**src/rtl/mem_loader.sv**
```systemverilog
// mem_loader: takes a length-prefixed little-endian byte stream, writes it word by word into RAM,
// and holds the core in reset until the load is done. Define LOADER_CSUM_EN for an XOR trailer check.
module mem_loader #(
  parameter logic [13:0] BASE_ADDR = 14'h0000,
  parameter int unsigned MAX_WORDS = 4096
) (
  input  logic        clk,
  input  logic        resetn,
  input  logic        in_valid,
  input  logic [7:0]  in_data,
  output logic        in_ready,
  output logic [13:0] ld_addr,
  output logic [31:0] ld_data,
  output logic [1:0]  ld_size,
  output logic        core_hold,
  output logic        done,
  output logic        err
);

  localparam int unsigned CntW = $clog2(MAX_WORDS + 1);

  typedef enum logic [2:0] {
    StLen,
    StData,
    StWrite,
`ifdef LOADER_CSUM_EN
    StCsum,
`endif
    StDone,
    StErr
  } state_e;

`ifdef LOADER_CSUM_EN
  localparam state_e StTail = StCsum;
`else
  localparam state_e StTail = StDone;
`endif

  state_e          state_q, state_d;
  logic            run_q;
  logic [1:0]      cnt_q, cnt_d;
  logic [23:0]     buf_q, buf_d;
  logic [CntW-1:0] n_q, n_d;
  logic [CntW-1:0] k_q, k_d;
  logic [13:0]     ld_addr_q, ld_addr_d;
  logic [31:0]     ld_data_q, ld_data_d;
  logic            xfer;
  logic            last_byte;
  logic            st_csum;
  logic [31:0]     full;

`ifdef LOADER_CSUM_EN
  logic [31:0] csum_q, csum_d;
  assign st_csum = (state_q == StCsum);
`else
  assign st_csum = 1'b0;
`endif

  assign xfer      = in_valid && in_ready;
  assign last_byte = xfer && (cnt_q == 2'd3);
  assign full      = {in_data, buf_q};

  always_comb begin
    state_d   = state_q;
    cnt_d     = cnt_q;
    buf_d     = buf_q;
    n_d       = n_q;
    k_d       = k_q;
    ld_addr_d = ld_addr_q;
    ld_data_d = ld_data_q;
`ifdef LOADER_CSUM_EN
    csum_d    = csum_q;
`endif

    // One byte gatherer serves header, payload and trailer; the 4th byte is used straight from in_data.
    if (xfer) begin
      cnt_d = cnt_q + 2'd1;
      case (cnt_q)
        2'd0:    buf_d[7:0]   = in_data;
        2'd1:    buf_d[15:8]  = in_data;
        2'd2:    buf_d[23:16] = in_data;
        default: ;
      endcase
    end

    unique case (state_q)
      StLen: begin
        if (last_byte) begin
          if (full == 32'd0) begin
            state_d = StTail;
          end else if (full > 32'(MAX_WORDS)) begin
            state_d = StErr;
          end else begin
            n_d     = CntW'(full);
            state_d = StData;
          end
        end
      end
      StData: begin
        if (last_byte) begin
          ld_data_d = full;
          ld_addr_d = BASE_ADDR + 14'({k_q, 2'b00});
          state_d   = StWrite;
        end
      end
      StWrite: begin
`ifdef LOADER_CSUM_EN
        csum_d = csum_q ^ ld_data_q;
`endif
        if (k_q + CntW'(1) == n_q) begin
          state_d = StTail;
        end else begin
          k_d     = k_q + CntW'(1);
          state_d = StData;
        end
      end
`ifdef LOADER_CSUM_EN
      StCsum: begin
        if (last_byte) begin
          state_d = (full == csum_q) ? StDone : StErr;
        end
      end
`endif
      StDone, StErr: ;
      default: state_d = StErr;
    endcase
  end

  // run_q keeps in_ready low for the first cycle out of reset.
  assign in_ready  = run_q && (state_q == StLen || state_q == StData || st_csum);
  assign ld_size   = (state_q == StWrite) ? 2'b11 : 2'b00;
  assign ld_addr   = ld_addr_q;
  assign ld_data   = ld_data_q;
  assign core_hold = (state_q != StDone);
  assign done      = (state_q == StDone);
  assign err       = (state_q == StErr);

  always_ff @(posedge clk) begin
    if (!resetn) begin
      state_q   <= StLen;
      run_q     <= 1'b0;
      cnt_q     <= 2'd0;
      buf_q     <= 24'd0;
      n_q       <= '0;
      k_q       <= '0;
      ld_addr_q <= BASE_ADDR;
      ld_data_q <= 32'd0;
`ifdef LOADER_CSUM_EN
      csum_q    <= 32'd0;
`endif
    end else begin
      state_q   <= state_d;
      run_q     <= 1'b1;
      cnt_q     <= cnt_d;
      buf_q     <= buf_d;
      n_q       <= n_d;
      k_q       <= k_d;
      ld_addr_q <= ld_addr_d;
      ld_data_q <= ld_data_d;
`ifdef LOADER_CSUM_EN
      csum_q    <= csum_d;
`endif
    end
  end

endmodule

```
**config.mk**
```make
export PLATFORM = sky130hd
export DESIGN_NAME = mem_loader
export DESIGN_NICKNAME = d
export VERILOG_FILES = /design/src/rtl/mem_loader.sv
export SDC_FILE = /design/constraint.sdc
export NUM_CORES = 1
export LEC_CHECK = 0
export CAP_MARGIN = 15
export CORE_AREA = 3 3 103 105
export DETAILED_ROUTE_END_ITERATION = 8
export DIE_AREA = 0 0 106 108
export HOLD_SLACK_MARGIN = 0.15
export PLACE_DENSITY = 0.71
export SYNTH_ARGS = -nofsm -noshare
export SYNTH_HDL_FRONTEND = slang
export SYNTH_SLANG_ARGS = --single-unit
```
**constraint.sdc**
```tcl
create_clock -name clk -period 2.43 [get_ports clk]
set_input_delay 0.486 -clock clk [delete_from_list [all_inputs] [get_ports clk]]
set_output_delay 0.486 -clock clk [all_outputs]
set_load 0.02 [all_outputs]
```
# After elaboration in Yosys (flattened, before gate mapping)
# Cells that the tools add are included.
# totals
rom_bits	0
elab_cells	51
memories	0
out_inout_bits	52
ff_bits	100
inputBits	11
latchBits	0
ram_bits	0
# classes
n_addsub	2
n_reduce_logical	15
bitwise	4
magnitude_cmp	1
shifts	0
mux	8
eq_ne	11
multipliers	0
n_div	0
# op_table
operator	n
$gt A32 B13 Y1 const B	1
$logic_not A32 Y1	1
$add A13 B1 Y13 const B	1
$eq A13 B13 Y1	1
$mux W3	4
$pmux W3 S4	1
$reduce_and A2 Y1	5
$eq A3 B2 Y1 const B	2
$eq A2 B2 Y1 const B	2
$mux W2	2
$ne A2 B2 Y1 const B	2
$not A1 Y1	4
$reduce_and A4 Y1	1
$eq A3 B1 Y1 const B	1
$eq A3 B3 Y1 const B	1
$logic_and A1 B1 Y1	3
$logic_not A3 Y1	1
$ne A3 B2 Y1 const B	1
$reduce_and A3 Y1	1
$add A2 B1 Y2 const B	1
$eq A2 B1 Y1 const B	1
$logic_not A2 Y1	1
$reduce_or A2 Y1	1
$logic_or A1 B1 Y1	1
$mux W1	1

# Logic depth before layout (Yosys ltp)
# Gate-level depths: netlist of the first run.
# logic_depth
word_depth	7
depth_mapped	10
ltp_nobuf	8

# Worst setup path before layout of the first run
# No wires, ideal clock.
# synth_timing
kind	reg-to-reg
start	register state_q[2]
end	register n_q[10]
period_less_slack_ns	2.360
arrival_time_ns	2.233
setup_time_ns	0.128
path_buffers	3
required_ns	2.302
path_slack_ns	0.070
stages_incl_launch_ff	11
path_cell_list	dfxtp_1 -> nor3b_1 -> and2_1 -> clkbuf_1 -> nand2_1 -> nor2_1 -> and3_1 -> buf_2 -> buf_4 -> mux2i_1 -> nor2_1
# synth_via
elab_chain_len	6
word_cells_on_any_way	7
cone_classes	eq/ne: 1; reduce/logical: 6
# synth_rtl
item	line	text
start: declaration	39	state_e state_q, state_d;
start signal: assignment	140	state_q <= StLen;
start signal: assignment	152	state_q <= state_d;
$eq A3 B1 Y1 / $logic_not A3 Y1 (equally long branches)	130	assign in_ready = run_q && (state_q == StLen || state_q == StData || st_csum);
$logic_or A1 B1 Y1 (*)	130	
$logic_and A1 B1 Y1 (*)	130	
via in_ready	11	output logic in_ready,
$logic_and A1 B1 Y1 (*)	59	assign xfer = in_valid && in_ready;
$logic_and A1 B1 Y1 (*)	60	assign last_byte = xfer && (cnt_q == 2'd3);
$reduce_and A4 Y1 (no line) (*)	-	
end signal: assignment	156	n_q <= n_d;
end: declaration	43	logic [CntW-1:0] n_q, n_d;
# The timed path passes the listed nets; every way through them passes the cells marked *.
# A chain may end at the register's enable or synchronous reset.

# Worst setup path in the final report of the first run
# layout_timing
start	register k_q[0]
end	register k_q[5]
# layout_via
elab_chain_len	4
# layout_rtl
item	line	text
start: declaration	44	logic [CntW-1:0] k_q, k_d;
start signal: assignment	157	k_q <= k_d;
$add A13 B1 Y13 (*)	110, 113	
$eq A13 B13 Y1	110	if (k_q + CntW'(1) == n_q) begin
$not A1 Y1 (no line)	-	
$reduce_and A2 Y1 (no line)	-	
# Every way passes the cells marked *; elsewhere a longest branch is shown, timed or not.

==> results.md, run 1 <==
- Min-delay src: ld_addr[10]
- Port Buf Inserts: 60
- Vias per cell: 5.29
- Largest net degree at the start of global routing: 41
- Average wire per standard cell: 14.7 um
- GRT overflow: 0
- Dominant synthesized flop cell: dfxtp_1
- Root Buffer: clkbuf_8
- # fillers: 931
- Worst path cell trace: ha_2 -> nand3_4 -> o21a_1 -> and3_1 -> o32a_1 -> and4_4 -> or4_1 -> a21oi_1
- Fin crit share: 93.9%
- DRT antenna net count: 0
- First-pass GRT wire length: 18.7 mm
- Vias in the first global route: 3757
- Hold violation count in the final report: 0
- CTS Buf Count: 9
- Critical Path RT: 2.74 ns
- CP Max Fanout: 13
- CTS Buffer Depth: 2
- Yosys warnings: 0
- CP peak stage delay: 0.48 ns
- Skew-Pair Late Insertion Delay: 0.37 ns
- Post-route cell area: 0.00545 mm2
- IO Pins: 63
- Fmax achieved: 438 MHz
- Unique cell type count in the Yosys netlist: 51
- Core Region: 0.00973 mm2
- CP delay by family, top: simple AND/OR/NAND/NOR gates
- Final HPWL from detailed placement: 8.15 mm
- Syn-to-layout area delta: 24.8%
- Final Worst Setup Slack: 0.148 ns
- Ant. Diodes: 0
- Mapped Area: 0.00437 mm2
- Seq/Total Area, Yosys: 45.9%
- Die W: 106 um
- Initial Utilization: 44.9%
- Setup-failing EPs final: 0
- Syn avg cell area: 8.04 um2
- H-tree Lvls: 3
- CTS tree: done
- DRC: 0
- Share of cells above drive strength 1: 10.3%
- Total GRT Usage: 20.2%
- Pre-CTS setup slack: 0.0851 ns
- Worst-path clk slew: 0.11 ns
- Syn Inst Count: 543
- Peak VDD IR: 0.276 mV
- Critical-path top delay cell: or4_1
- Total Die Area: 0.0114 mm2
- Max-slew violation count: 0
- Max Cap Viol: 0
- Worst Clk Skew: 0.0170 ns
- Routability cong.: 0.867
- Leak Pwr: 0.00187 uW
- Buf+Inv Stages, Crit Path: 0
- Status: completed
- Worst setup EP type: flip-flop
- Pwr/cell area: 519 mW/mm2
- 1st-pass router iterations: 5
- Share of async-settable or async-resettable flops after synthesis: 0%
- Rows: 36
- Fin nets: 624
- Crit path from: k_q[0]
- Worst setup SP type: flip-flop
- RSZ-0062 raised after global routing: true
- Die H: 108 um
- Post-synth EDFFs: 0
- CTS Sinks: 100
- Tmin final: 2.28 ns
- Overall Power: 2830 uW
- Hold Path Class: flip-flop to flip-flop
- Placed cell areas: 0.00525 mm2
- Initial antenna violation count: 0
- Post-Route WL: 11.0 mm
- Critical path class: flip-flop to flip-flop
- DRT iter0 DRCs: 208
- Vias: 3938
- Worst path arrival time: 2.59 ns
- Post-CTS Hold Buffers: 0
- Yosys reg bits: 100
- Worst r2r src: k_q[0]
==> area by class of cell <==
class	count	area [um2]	area share [%]
flip-flops and latches	100	2000	36.8
inverters	9	33.8	0.620
repair buffers	95	918	16.9
clock inverters	6	56.3	1.03
well taps	133	166	3.05
clock buffers	9	124	2.27
multi-input cells	393	2150	39.4
==> power by group <==
group | internal [uW] | switching [uW]
clock | 389 | 615
sequential | 1650 | 15.2
combinational | 61.7 | 94.1
==> through the flow <==
stage | cells | setup TNS (ns) | utilization [%] | hold WS (ns)
after CTS | 745 | 0 | 55.8 | 0.462
after global placement | 730 | 0 | 53.9 | 0.443
after floorplan | 544 | 0 | - | 0.445
after global routing | 745 | -0.0207 | 56.0 | 0.480
after detailed placement | 730 | 0 | 53.9 | 0.449
final | 745 | 0 | 56.0 | 0.459
==> synthesized netlist by cell type, types with 2 or more instances <==
cell type  number  share of area (%)
nand2_1       135                 12
dfxtp_1       100                 46
a21oi_1        81                9.3
nand3_1        30                3.4
clkbuf_1       29                2.5
nor2_1         26                2.2
mux2i_1        18                4.1
nor4_1         11                1.6
xnor2_1        10                2.0
nand2b_1        8                1.1
buf_4           6                1.0
inv_1           6               0.52
and3_1          5               0.72
buf_2           5               0.57
ha_1            5                1.4
nand4_1         5               0.72
o31ai_1         5               0.86
nor3_1          4               0.46
o211ai_1        4               0.69
or3_1           4               0.57
xor2_1          4               0.80
nand3_2         3               0.69
o21ai_1         3               0.34
and2_1          2               0.29
buf_6           2               0.52
inv_2           2               0.17
nand3b_1        2               0.34
nor2b_1         2               0.29
nor3b_1         2               0.34
nor4_2          2               0.57
nor4b_1         2               0.40
==> flip-flops by register name, summed over array words and instances (netlist names) <==
signal / cells
cnt_q: 2
ld_addr: 12
buf_q: 24
n_q: 13
k_q: 13
run_q: 1
ld_data: 32
state_q: 3
==> worst paths after layout <==
path / to / slack (ns) / cells past startpoint
worst max-delay path: k_q[5] / 0.15 / 8
worst min-delay path: ld_addr[10] / 0.46 / 2
worst max register to register: k_q[5] / 0.15 / 8
worst min register to register: ld_addr[10] / 0.46 / 2
==> kinds of logic (layout without fill, tap and decap cells) <==
group / Yosys count / in the layout / synth area share, %
adder cells (fa/ha/maj): 5 / 5 / 1.43
AND/OR/NAND/NOR: 249 / 249 / 26.9
XOR/XNOR: 14 / 14 / 2.81
flip-flops: 100 / 100 / 45.9
AO/OA/AOI/OAI: 104 / 104 / 13.2
buffers and inverters: 51 / 119 / 5.39
other: 1 / 2 / 0.0859
multiplexers: 19 / 19 / 4.39
==> cells in the final DEF, fill, tap and decap left out, types with 3 or more instances in the layout <==
cell | synthesis | final
o211ai_1 | 4 | 4
a21oi_1 | 81 | 81
and3_1 | 5 | 5
o31ai_1 | 5 | 5
nand4_1 | 5 | 5
buf_4 | 6 | 31
mux2i_1 | 18 | 18
xor2_1 | 4 | 4
dfxtp_1 | 100 | 99
clkbuf_8 | 0 | 9
nand3_1 | 30 | 30
nand2_1 | 135 | 135
nor2_1 | 26 | 26
xnor2_1 | 10 | 10
buf_12 | 0 | 4
nor3_1 | 4 | 3
inv_1 | 6 | 6
nand2b_1 | 8 | 8
ha_1 | 5 | 4
clkdlybuf4s50_1 | 0 | 58
o21ai_1 | 3 | 3
nor4_1 | 11 | 11
or3_1 | 4 | 4
==> timing repair <==
item                       CTS  global route
gates resized for setup      0             6
setup buffers                0             0
setup endpoints to repair    0             9
==> metal layers <==
metal | wire length [um] | vias to the layer above | global-route usage, % | part of all wire [%]
met5 | 0 | - | 0 | 0
met4 | 142 | 0 | 5.74 | 1.3
met3 | 693 | 13 | 4.24 | 6.3
met2 | 5310 | 117 | 33.0 | 48
met1 | 4840 | 1831 | 27.1 | 44
li1 | - | 1977 | - | -
==> worst min-delay path, delay by kind of cell (launching register included) <==
family	cells	cell delay [ns]
AND/OR/NAND/NOR	1	0.05
flip-flops	1	0.32
AO/OA/AOI/OAI	1	0.05
No activity file was read; power rests on OpenSTA's default activity.
==> run 2, diff against run 1 <==
--- a/config.mk
+++ b/config.mk
@@ -10,6 +10,7 @@
 export DETAILED_ROUTE_END_ITERATION = 8
 export DIE_AREA = 0 0 106 108
 export HOLD_SLACK_MARGIN = 0.15
+export MAX_ROUTING_LAYER = met4
 export PLACE_DENSITY = 0.71
 export SYNTH_ARGS = -nofsm -noshare
 export SYNTH_HDL_FRONTEND = slang
==> run 2 against run 1 <==
Against the previous run:
- combinational power barely moved
- maximum frequency down 1.7%
- sequential cell count unchanged
- routed wire length grew 1.0%
- clock-buffer cell count up 1
- largest power group unchanged
- largest cell class unchanged
- hold slack lost 0.0012 ns
- sequential power barely moved
==> results.md, run 2 (same netlist as run 1, synthesis figures left out) <==
- Status: completed (unchanged)
- Die H: 108 um (unchanged)
- 1st-pass router iterations: 5 (unchanged)
- Placed cell areas: 0.00523 mm2 (was 0.00525 mm2)
- Max-slew violation count: 0 (unchanged)
- Fin nets: 621 (was 624)
- Syn-to-layout area delta: 24.0% (was 24.8%)
- DRT antenna net count: 0 (unchanged)
- Tmin final: 2.32 ns (was 2.28 ns)
- CP Max Fanout: 9 (was 13)
- Setup-failing EPs final: 0 (unchanged)
- Critical Path RT: 2.71 ns (was 2.74 ns)
- CTS Sinks: 100 (unchanged)
- Port Buf Inserts: 60 (unchanged)
- Vias per cell: 5.29 (about the same)
- Core Region: 0.00973 mm2 (unchanged)
- Share of cells above drive strength 1: 10.0% (was 10.3%)
- Largest net degree at the start of global routing: 89 (was 41)
- Net switching power figure: 718 uW (was 725 uW)
- Clock power frac: 35.5% (about the same)
- CP delay by family, top: simple AND/OR/NAND/NOR gates (unchanged)
- Total Die Area: 0.0114 mm2 (unchanged)
- Fin cells: 743 (was 745)
- Overall Power: 2820 uW (was 2830 uW)
- Critical path class: flip-flop to flip-flop (unchanged)
- IO Pins: 63 (unchanged)
- Sw Ratio: 25.4% (was 25.6%)
- Ant. Diodes: 0 (unchanged)
- Worst path cell trace: ha_1 -> nand3_2 -> o21a_1 -> and3_1 -> o32a_1 -> and4_4 -> buf_12 -> or3_1 -> a21oi_1 (was ha_2 -> nand3_4 -> o21a_1 -> and3_1 -> o32a_1 -> and4_4 -> or4_1 -> a21oi_1)
- DRT iter0 DRCs: 227 (was 208)
- Post-Route WL: 11.1 mm (was 11.0 mm)
- Post-route cell area: 0.00541 mm2 (was 0.00545 mm2)
- Worst Clk Skew: 0.0118 ns (was 0.0170 ns)
- Critical-path top delay cell: dfxtp_1 (was or4_1)
- CTS Buf Count: 9 (unchanged)
- Reg power frac: 59.1% (was 59.0%)
- First-pass GRT wire length: 18.7 mm (about the same)
- Max reg flops: 32 (unchanged)
- Hold violation count in the final report: 0 (unchanged)
- Peak VDD IR: 0.336 mV (was 0.276 mV)
- Initial antenna violation count: 0 (unchanged)
- GRT overflow: 0 (unchanged)
- Worst-path clk slew: 0.10 ns (was 0.11 ns)
- Seq. cell area: 0.00201 mm2 (was 0.00200 mm2)
- Logic pwr share: 5.4% (was 5.5%)
- Leak Pwr: 0.00183 uW (was 0.00187 uW)
- RSZ-0062 raised after global routing: false (was true)
- Worst path arrival time: 2.61 ns (was 2.59 ns)
- Commonest non-fill, non-tap cell in the layout: nand2_1 (unchanged)
- Die W: 106 um (unchanged)
- Worst setup SP type: flip-flop (unchanged)
- H-tree Lvls: 3 (unchanged)
- Vias: 3934 (was 3938)
- Root Buffer: clkbuf_8 (unchanged)
- Max Cap Viol: 0 (unchanged)
- Cell Count Post-Placement: 727 (was 730)
- Skew-Pair Late Insertion Delay: 0.36 ns (was 0.37 ns)
- Internal: 2100 uW (about the same)
- Final HPWL from detailed placement: 8.14 mm (was 8.15 mm)
- Rows: 36 (unchanged)
- Hold Path Class: flip-flop to flip-flop (unchanged)
- Pwr/cell area: 521 mW/mm2 (was 519 mW/mm2)
- Initial Utilization: 44.9% (unchanged)
- Routability cong.: 0.874 (was 0.867)
- Average wire per standard cell: 14.9 um (was 14.7 um)
- Post-route setup TNS: 0 ns (unchanged)
- Fin crit share: 95.5% (was 93.9%)
- CTS tree: done (unchanged)
- CTS Buffer Depth: 2 (unchanged)
- CP peak stage delay: 0.35 ns (was 0.48 ns)
- Vias in the first global route: 3898 (was 3757)
- Commonest cells after routing, fill and taps aside: 135 x nand2_1, 97 x dfxtp_1, 81 x a21oi_1 (was 135 x nand2_1, 99 x dfxtp_1, 81 x a21oi_1)
- Postcts setup bufs: 0 (unchanged)
- Total GRT Usage: 20.9% (was 20.2%)
- Buf+Inv Stages, Crit Path: 1 (was 0)
- # fillers: 957 (was 931)
- Worst setup EP type: flip-flop (unchanged)
- DRC: 0 (unchanged)
- Reg2Reg Setup Slack: 0.11 ns (was 0.15 ns)
- Area occupied by multi-input gates: 0.00214 mm2 (was 0.00215 mm2)
- Fmax achieved: 431 MHz (was 438 MHz)
==> run 2: worst paths after layout <==
path | end | cells after the start | start
setup / recovery | k_q[2] | 9 | k_q[1]
setup reg to reg | k_q[2] | 9 | k_q[1]
hold reg to reg | ld_data[1] | 2 | ld_data[1]
hold / removal | ld_data[1] | 2 | ld_data[1]
==> run 2: through the flow <==
stage	utilization [%]	setup WS (ns)	hold slack, ns
floorplan	-	0.0698	0.445
global placement	53.7	0.144	0.443
detailed placement	53.7	0.0388	0.446
CTS	55.5	0.0822	0.461
global route	55.6	0.00753	0.486
finish	55.6	0.108	0.458
==> run 2: tightest hold or removal path, stage by stage (launching register included) <==
cell and delay, ns:
dfxtp_1 0.32, nand2_1 0.05, a21oi_1 0.05
==> run 2: cell type report <==
cell class / count / area share (%)
clock inverters: 6 / 0.994
flip-flops and latches: 100 / 37.0
inverters: 9 / 0.624
well taps: 133 / 3.07
multi-input cells: 393 / 39.5
clock buffers: 10 / 2.36
repair buffers: 92 / 16.4
==> run 2: what timing repair did <==
item,4_1_cts,5_1_grt
resized for setup,2,4
endpoints found under the setup margin,2,2
pin swaps,0,1
hold buffers,0,0
==> run 2: per-layer routing <==
| metal | GRT usage (%) | up-vias | routed length (um) |
|---|---|---|---|
| li1 | - | 1973 | - |
| met1 | 25.7 | 1848 | 4930 |
| met2 | 35.6 | 106 | 5420 |
| met3 | 4.30 | 7 | 642 |
| met4 | 5.09 | 0 | 99 |
| met5 | - | - | 0 |
==> run 2: power groups by stage <==
stage / clock network (uW) / registers [uW] / logic (uW)
after global routing: 1110 / 1670 / 169
final: 1000 / 1670 / 153
after floorplan: 0 / 1700 / 90.6
after global placement: 0 / 1700 / 147
after CTS: 1040 / 1670 / 152
after detailed placement: 0 / 1700 / 151
